==> config.mk <==
export PLATFORM = sky130hd
export DESIGN_NAME = circuit_capture
export DESIGN_NICKNAME = d
export VERILOG_FILES = /design/src/rtl/circuit_capture_pkg.sv /design/src/rtl/circuit_capture_mem.sv /design/src/rtl/circuit_capture.sv
export SDC_FILE = /design/constraint.sdc
export NUM_CORES = 1
export LEC_CHECK = 0
export ABC_AREA = 0
export BUFFER_PORTS_ARGS = -buffer_cell sky130_fd_sc_hd__buf_2
export CORE_UTILIZATION = 25
export DETAILED_ROUTE_END_ITERATION = 6
export PLACE_DENSITY = 0.38
export SETUP_SLACK_MARGIN = 0.2
export SKIP_LAST_GASP = 1
export SYNTH_ARGS = -nofsm -noshare
export SYNTH_HDL_FRONTEND = slang
export SYNTH_SLANG_ARGS = --single-unit
==> constraint.sdc <==
create_clock -name clk -period 6.37 [get_ports clk]
set_input_delay 1.274 -clock clk [delete_from_list [all_inputs] [get_ports clk]]
set_output_delay 1.274 -clock clk [all_outputs]
set_load 0.05 [all_outputs]
==> src/rtl/circuit_capture_pkg.sv <==
// Shared defaults for the circuit capture FIFO: data width, depth, pointer sizing
// and the width of the dropped-sample counter.
package circuit_capture_pkg;

    localparam int CC_W_DEFAULT     = 32;
    localparam int CC_DEPTH_DEFAULT = 8;
    localparam int CC_DROP_W        = 16;

    // Pointers carry one extra wrap bit so that full and empty can be told apart.
    function automatic int cc_ptr_w(input int depth);
        return $clog2(depth) + 1;
    endfunction

endpackage

==> src/rtl/circuit_capture_mem.sv <==
// Storage for the capture FIFO: DEPTH x W register array with one synchronous
// write port and one combinational read port. Contents are deliberately not reset.
module circuit_capture_mem #(
    parameter int W     = 32,
    parameter int DEPTH = 8
) (
    input  logic                     clk,
    input  logic                     we,
    input  logic [$clog2(DEPTH)-1:0] waddr,
    input  logic [W-1:0]             wdata,
    input  logic [$clog2(DEPTH)-1:0] raddr,
    output logic [W-1:0]             rdata
);

    logic [W-1:0] mem [DEPTH];

    always_ff @(posedge clk) begin
        if (we) begin
            mem[waddr] <= wdata;
        end
    end

    assign rdata = mem[raddr];

endmodule

==> src/rtl/circuit_capture.sv <==
// First-word-fall-through capture FIFO behind an upstream circuit stage, with a
// sticky overflow flag and a saturating count of samples dropped while full.
module circuit_capture
    import circuit_capture_pkg::*;
#(
    parameter int W     = CC_W_DEFAULT,
    parameter int DEPTH = CC_DEPTH_DEFAULT
) (
    input  logic                   clk,
    input  logic                   rst,
    input  logic                   en,
    input  logic [W-1:0]           y,
    output logic [W-1:0]           m_data,
    output logic                   m_valid,
    input  logic                   m_ready,
    output logic [$clog2(DEPTH):0] level,
    output logic                   overflow,
    input  logic                   clr_ovf,
    output logic [CC_DROP_W-1:0]   drop_cnt
);

    localparam int AW = $clog2(DEPTH);
    localparam int PW = cc_ptr_w(DEPTH);
    localparam logic [CC_DROP_W-1:0] DROP_MAX = '1;

    logic [PW-1:0]        wr_ptr_reg;
    logic [PW-1:0]        rd_ptr_reg;
    logic                 overflow_reg;
    logic [CC_DROP_W-1:0] drop_cnt_reg;

    logic         full;
    logic         empty;
    logic         pop;
    logic         push;
    logic         drop;
    logic [W-1:0] rd_data;

    assign empty = (wr_ptr_reg == rd_ptr_reg);
    assign full  = (wr_ptr_reg[PW-1] != rd_ptr_reg[PW-1]) &&
                   (wr_ptr_reg[AW-1:0] == rd_ptr_reg[AW-1:0]);

    // A pop in the same cycle frees the head slot, so a push at full still lands.
    assign pop  = !empty && m_ready;
    assign push = en && (!full || pop);
    assign drop = en && full && !pop;

    always_ff @(posedge clk or negedge rst) begin
        if (!rst) begin
            wr_ptr_reg <= '0;
            rd_ptr_reg <= '0;
        end else begin
            if (push) begin
                wr_ptr_reg <= wr_ptr_reg + 1'b1;
            end
            if (pop) begin
                rd_ptr_reg <= rd_ptr_reg + 1'b1;
            end
        end
    end

    // A drop coinciding with clr_ovf wins: the flag stays set and the count restarts at 1.
    always_ff @(posedge clk or negedge rst) begin
        if (!rst) begin
            overflow_reg <= 1'b0;
            drop_cnt_reg <= '0;
        end else begin
            if (drop) begin
                overflow_reg <= 1'b1;
                if (clr_ovf) begin
                    drop_cnt_reg <= CC_DROP_W'(1);
                end else if (drop_cnt_reg != DROP_MAX) begin
                    drop_cnt_reg <= drop_cnt_reg + 1'b1;
                end
            end else if (clr_ovf) begin
                overflow_reg <= 1'b0;
                drop_cnt_reg <= '0;
            end
        end
    end

    circuit_capture_mem #(
        .W     (W),
        .DEPTH (DEPTH)
    ) u_mem (
        .clk   (clk),
        .we    (push),
        .waddr (wr_ptr_reg[AW-1:0]),
        .wdata (y),
        .raddr (rd_ptr_reg[AW-1:0]),
        .rdata (rd_data)
    );

    assign level    = wr_ptr_reg - rd_ptr_reg;
    assign m_valid  = !empty;
    assign m_data   = m_valid ? rd_data : '0;
    assign overflow = overflow_reg;
    assign drop_cnt = drop_cnt_reg;

endmodule

Yosys cells after proc, flatten, opt, wreduce, memory -nomap -nowiden:

Memories as Yosys holds them, arrays and structs flattened.
Index checks and enable logic that the tools add are counted.

* input port bits: 37
* RAM bits: 256
* memories kept: 1
* output and inout bits: 54
* logic and storage cells: 34
* register bits after elaboration: 25

Memory list
* u_mem.mem: depth 8, width 32, rd ports 1, clocked after Yosys merged registers in 0, write ports 1, RTL line circuit_capture_mem.sv:15 `logic [W-1:0] mem [DEPTH];`

* reductions and logical operators: 12
* eq/ne operators: 4
* mux-type cells: 9
* add/subtract/negate cells: 4

Operators with widths (count)
* 16-bit two-way mux: 4
* 32-bit two-way mux: 1
* 16-bit by 1-bit adder with 16-bit output, second input constant: 1
* 16-bit inequality test, second input constant: 1
* 4-bit by 1-bit adder with 4-bit output, second input constant: 2
* 1-bit logical AND: 5
* 4-bit == test: 1
* 1-bit two-way mux: 4
* 2-bit nonzero test: 2
* 4-bit subtractor: 1
* 3-bit == test: 1
* 1-bit zero test: 3
* 2-bit AND reduction: 1
* 1-bit logical OR: 1
* 1-bit inequality test: 1

Depth between registers and ports, before layout:

* depth after elaboration: 7
* depth in mapped cells: 9
* gate-level depth less buffers: 7

Hierarchy:

Synthesis repeated with hierarchy kept, for this count alone.

* cells, all modules: 556
* area, all modules: 11433.5 um2

Modules (own cells, without submodules)
* circuit_capture_mem: cells each 383, times used 1, seq. area each 7687.4 um2, area each 9825.7 um2
* circuit_capture: cells each 173, times used 1, seq. area each 625.6 um2, area each 1607.8 um2

Worst setup path after synthesis:

OpenSTA, ideal clock, no wires.

* path kind: flip-flop to flip-flop
* from: register rd_ptr_reg[1]
* to: memory u_mem.mem[0][0], enable pin
* buffers on the path: 2
* library setup time: 0.461 ns
* arrival time: 4.511 ns
* period minus slack after synthesis: 4.972 ns
* slack: 1.398 ns
* required time: 5.909 ns
* stages on the path, launching flop included: 9
* cell sequence: dfrtp_1 -> buf_1 -> clkbuf_1 -> inv_1 -> ha_1 -> and4b_1 -> a21boi_1 -> nand2_1 -> nor3_1

* word-level cells in the longest chain between the ends: 7
* elaborated cells on any way between the ends: 10
* those cells by class: eq/ne (2); mux (2); reduce/logical (6)

Ends and longest elaborated chain
* start: declaration: RTL line circuit_capture.sv:27 `logic [PW-1:0] rd_ptr_reg;`
* start signal: assignment: RTL line circuit_capture.sv:56 `rd_ptr_reg <= rd_ptr_reg + 1'b1;`
* 4-bit == test or 3-bit == test (tied branches): RTL line circuit_capture.sv:38, circuit_capture.sv:40
* 1-bit zero test or 1-bit logical AND (tied branches): RTL line circuit_capture.sv:43, circuit_capture.sv:39
* 1-bit logical AND or 1-bit zero test (tied branches): RTL line circuit_capture.sv:43, circuit_capture.sv:44
* 1-bit logical OR (*): RTL line circuit_capture.sv:44 `assign push = en && (!full || pop);`
* 1-bit logical AND (*): RTL line circuit_capture.sv:44
* 1-bit two-way mux (*): RTL line circuit_capture_mem.sv:18 `if (we) begin`
* 1-bit two-way mux (implied by the code) (*): RTL line circuit_capture_mem.sv:19 `mem[waddr] <= wdata;`
* end: declaration: RTL line circuit_capture_mem.sv:15

Every way passes the cells marked *; elsewhere a longest branch is shown, timed or not.

Final worst setup path:

* from: register rd_ptr_reg[0]
* to: output port m_data[27]

* word-level cells in the longest chain between the ends: 2
* elaborated cells on any way between the ends: 3
* those cells by class: eq/ne (1); mux (1); memory (1)

Ends and longest elaborated chain
* memory 8 x 32 bit or 4-bit == test (tied branches)
* 32-bit two-way mux (*): RTL line circuit_capture.sv:95 `assign m_data = m_valid ? rd_data : '0;`
* end: declaration: RTL line circuit_capture.sv:13 `output logic [W-1:0] m_data,`

Marks and branches as above.

==> impl_results.rst <==
.. list-table::
   :header-rows: 1

   * - Metric
     - Value
   * - Total DRC errors in the routed layout
     - 0
   * - IO buf count
     - 90
   * - Number of library cell types mapped by synthesis
     - 38
   * - Worst reg2reg endpoint
     - u_mem.mem[0][15]$_DFFE_PP_
   * - Clock slew seen by the registers of the worst setup and hold paths
     - 0.05 ns
   * - Final number of max-transition violations
     - 0
   * - Yosys warning count
     - 0
   * - Maximum ir drop on the vdd rail
     - 0.3183 mV
   * - First-pass GRT wire length
     - 40950 microns
   * - Most area-hungry cell type in the Yosys netlist
     - edfxtp_1
   * - Die boundary height
     - 213.3 microns
   * - Minimum clock period
     - 4.567 ns
   * - Worst setup startpoint
     - rd_ptr_reg[0]$_DFFE_PN0P_
   * - Num CTS Buffers
     - 35
   * - Source-to-sink clock delay at the later pin of the worst-skew pair
     - 0.53 ns
   * - Cell at the root of the clock tree
     - clkbuf_16
   * - Synthesized instance count
     - 601
   * - Final RePlAce weighted congestion
     - 0.7289
   * - Buffering stage count on the worst path with inverters included
     - 2
   * - Finished layout cell area
     - 13440 sq um
   * - Number of DRC violations after detailed-routing iteration 0
     - 529
   * - Chain of cells forming the critical path
     - buf_4 -> mux4_2 -> nand2_1 -> a21oi_1 -> buf_2
   * - Fin Clk Skew
     - 0.01862 ns
   * - Site row count
     - 77
   * - Synthesized area divided by synthesized cell count
     - 18.57 sq um
   * - Total global-route track usage
     - 0.1245
   * - Fraction of the yosys area taken by sequential cells
     - 0.7449
   * - Placed cell area
     - 12410 sq um
   * - Setup crit end
     - m_data[27]
   * - Cell types with the highest counts after synthesis
     - 256 x edfxtp_1, 76 x nand2_1, 64 x mux4_2, 47 x a21oi_1, 25 x dfrtp_1
   * - Multi-input combinational cell area
     - 2738 sq um
   * - Number of antenna violations at the first check in global routing
     - 3
   * - Slew at the pin with the worst max-slew slack
     - 1.160 ns
   * - Slew margin rel.
     - 0.2222
   * - # placed instances
     - 1267
   * - Maximum clock path buffer count
     - 3
   * - Leftover overflow at the end of global routing
     - 0
   * - CP Data Arrival Time
     - 3.29 ns
   * - Die Wd
     - 213.3 microns
   * - Synth top area share
     - 0.6889
   * - Slowest Stage Delay on Critical Path
     - 0.91 ns
   * - Highest clock rate
     - 219.0 MHz
   * - Flip-flop cell with the highest count after synthesis
     - edfxtp_1
   * - Share of the clock period used by the worst path after layout
     - 0.7170
   * - Top cells by area, synth
     - edfxtp_1 69%, mux4_2 13%, dfrtp_1 5.6%
   * - Total via count in the routed design
     - 5938
   * - Count of nets left with antenna violations after detail routing
     - 0
   * - Clock tree from TritonCTS
     - built
   * - Largest net degree at the start of global routing
     - 69
   * - PostCTS Resize Cnt
     - 0
   * - I/O pin count
     - 91
   * - Classification of the worst-slack hold path
     - flop to flop
   * - Number of post-CTS setup repair buffers
     - 0
   * - Count of cells along the worst register-to-register path
     - 8
   * - Setup Total Neg Slack
     - 0 ns
   * - Required time at the worst-slack endpoint
     - 5.10 ns
   * - FF-to-FF setup slack
     - 2.35 ns
   * - Fill cell total of the finished layout
     - 4433
   * - Final-stage net count
     - 756
   * - Average wire per standard cell
     - 20.81 microns
   * - # H-tree levels
     - 2
   * - Tightest hold margin
     - 0.5212 ns
   * - MaxCap Viol Count
     - 0
   * - Avg Vias per Cell
     - 4.465
   * - Power density relative to cell area
     - 525.6 nW/um^2
   * - Family with the most delay on the worst path
     - buffers and inverters
   * - Synth Register Bits
     - 281
   * - Area delta synth->final
     - 20.44%
   * - RSZ-0062 raised after global routing
     - false
   * - Initial core utilization
     - 0.2529
   * - Proportion of layout cells with a drive suffix above 1
     - 0.3116
   * - Worst Setup End Kind
     - output port
   * - Number of buffers inserted for hold repair after clock tree synthesis
     - 0
   * - Standard cell core area
     - 44120 sq um
   * - Logic depth of the worst setup path including buffers
     - 5
   * - Share of synthesized registers carrying an async set or reset
     - 0.08897
   * - CP max-delay cell
     - dfrtp_4
   * - Post-DP HPWL
     - 15940 microns
   * - Detailed Routing Iterations Pass 1
     - 5
   * - Register area
     - 8322 sq um
   * - Total clock sinks
     - 281
   * - Outcome
     - complete, no violations
   * - Worst Setup Start Kind
     - flop
   * - Number of flops mapped to enable cells by yosys
     - 256
   * - Launching point of the worst reg2reg path
     - rd_ptr_reg[2]$_DFFE_PN0P_
   * - Number of nets in the synthesized netlist
     - 645
   * - Maximum fanout encountered on the critical timing path
     - 35
   * - Cell leakage power
     - 4.496 nW
   * - Number of cells in the finished layout apart from fillers
     - 1330
   * - Most frequent cell after synthesis
     - edfxtp_1
   * - Final hold violation count
     - 0
   * - Number of flip-flops in the largest register
     - 256
   * - Total setup violations reported at the end of the flow
     - 0
   * - Post-synthesis cell area
     - 11160 sq um
   * - Number of global-route vias before repair
     - 6281
   * - Class of the most critical setup path
     - flop to output port
   * - Final wirelength
     - 27670 microns
   * - Total die area
     - 45490 sq um
per-stage QoR:
| stage | power, W | utilization | setup slack (ns) |
|---|---|---|---|
| floorplan | 0.004519 | - | 1.398 |
| global placement | 0.005377 | 0.2811 | 2.185 |
| detailed placement | 0.005381 | 0.2811 | 2.167 |
| CTS | 0.007220 | 0.3044 | 1.633 |
| global route | 0.007437 | 0.3044 | 1.502 |
| finish | 0.007064 | 0.3046 | 1.803 |
layout make-up:
cell class	instances	share of cell area
Antenna cell	3	0.0005586
Clock buffer	47	0.07168
Clock inverter	13	0.004748
Inverter	12	0.003351
Multi-Input combinational cell	279	0.2037
Sequential cell	281	0.6192
Tap cell	592	0.05511
Timing Repair Buffer	103	0.04171
layer usage:
metal	vias up	part of all wire	track usage
li1	2648	-	-
met1	3106	0.45	0.1633
met2	138	0.48	0.2020
met3	44	0.049	0.02897
met4	2	0.021	0.04236
met5	-	0.00051	0
where the power goes:
part	internal (W)	switching, W
clock	0.00106	0.000749
combinational	0.000829	0.00197
sequential	0.00231	0.000148
total	0.00420	0.00287
worst min path at each step:
stage / slack, ns / endpoint / start / cells past startpoint
final: 0.52 / wr_ptr_reg[3]$_DFFE_PN0P_ / wr_ptr_reg[3]$_DFFE_PN0P_ / 1
after global routing: 0.55 / overflow$_DFFE_PN0P_ / overflow$_DFFE_PN0P_ / 2
after CTS: 0.53 / wr_ptr_reg[3]$_DFFE_PN0P_ / wr_ptr_reg[3]$_DFFE_PN0P_ / 1
after detailed placement: 0.52 / overflow$_DFFE_PN0P_ / overflow$_DFFE_PN0P_ / 2
after global placement: 0.52 / overflow$_DFFE_PN0P_ / overflow$_DFFE_PN0P_ / 2
after floorplan: 0.50 / rd_ptr_reg[3]$_DFFE_PN0P_ / rd_ptr_reg[3]$_DFFE_PN0P_ / 1
cells in the final DEF, fill, tap and decap left out, types with 7 or more instances in the layout:
cell / count
edfxtp_1: 256
xnor2_1: 7
nand3_1: 8
buf_2: 90
a21oi_1: 47
clkinv_1: 7
nand2_1: 76
mux4_2: 64
clkbuf_1: 10
or4_1: 11
clkbuf_16: 37
o31ai_1: 12
buf_4: 12
dfrtp_1: 22
inv_1: 10
kinds of logic (layout without fill, tap and decap cells):
family / Yosys count / after routing / synth area share
AO/OA/AOI/OAI: 68 / 68 / 0.03397
XOR/XNOR: 9 / 9 / 0.007737
adder cells (fa/ha/maj): 7 / 7 / 0.008521
buffers and inverters: 41 / 175 / 0.01469
flip-flops: 281 / 281 / 0.7449
multiplexers: 66 / 66 / 0.1312
other: 0 / 3 / 0
AND/OR/NAND/NOR: 129 / 129 / 0.05898
(Power assumes the default switching activity.)
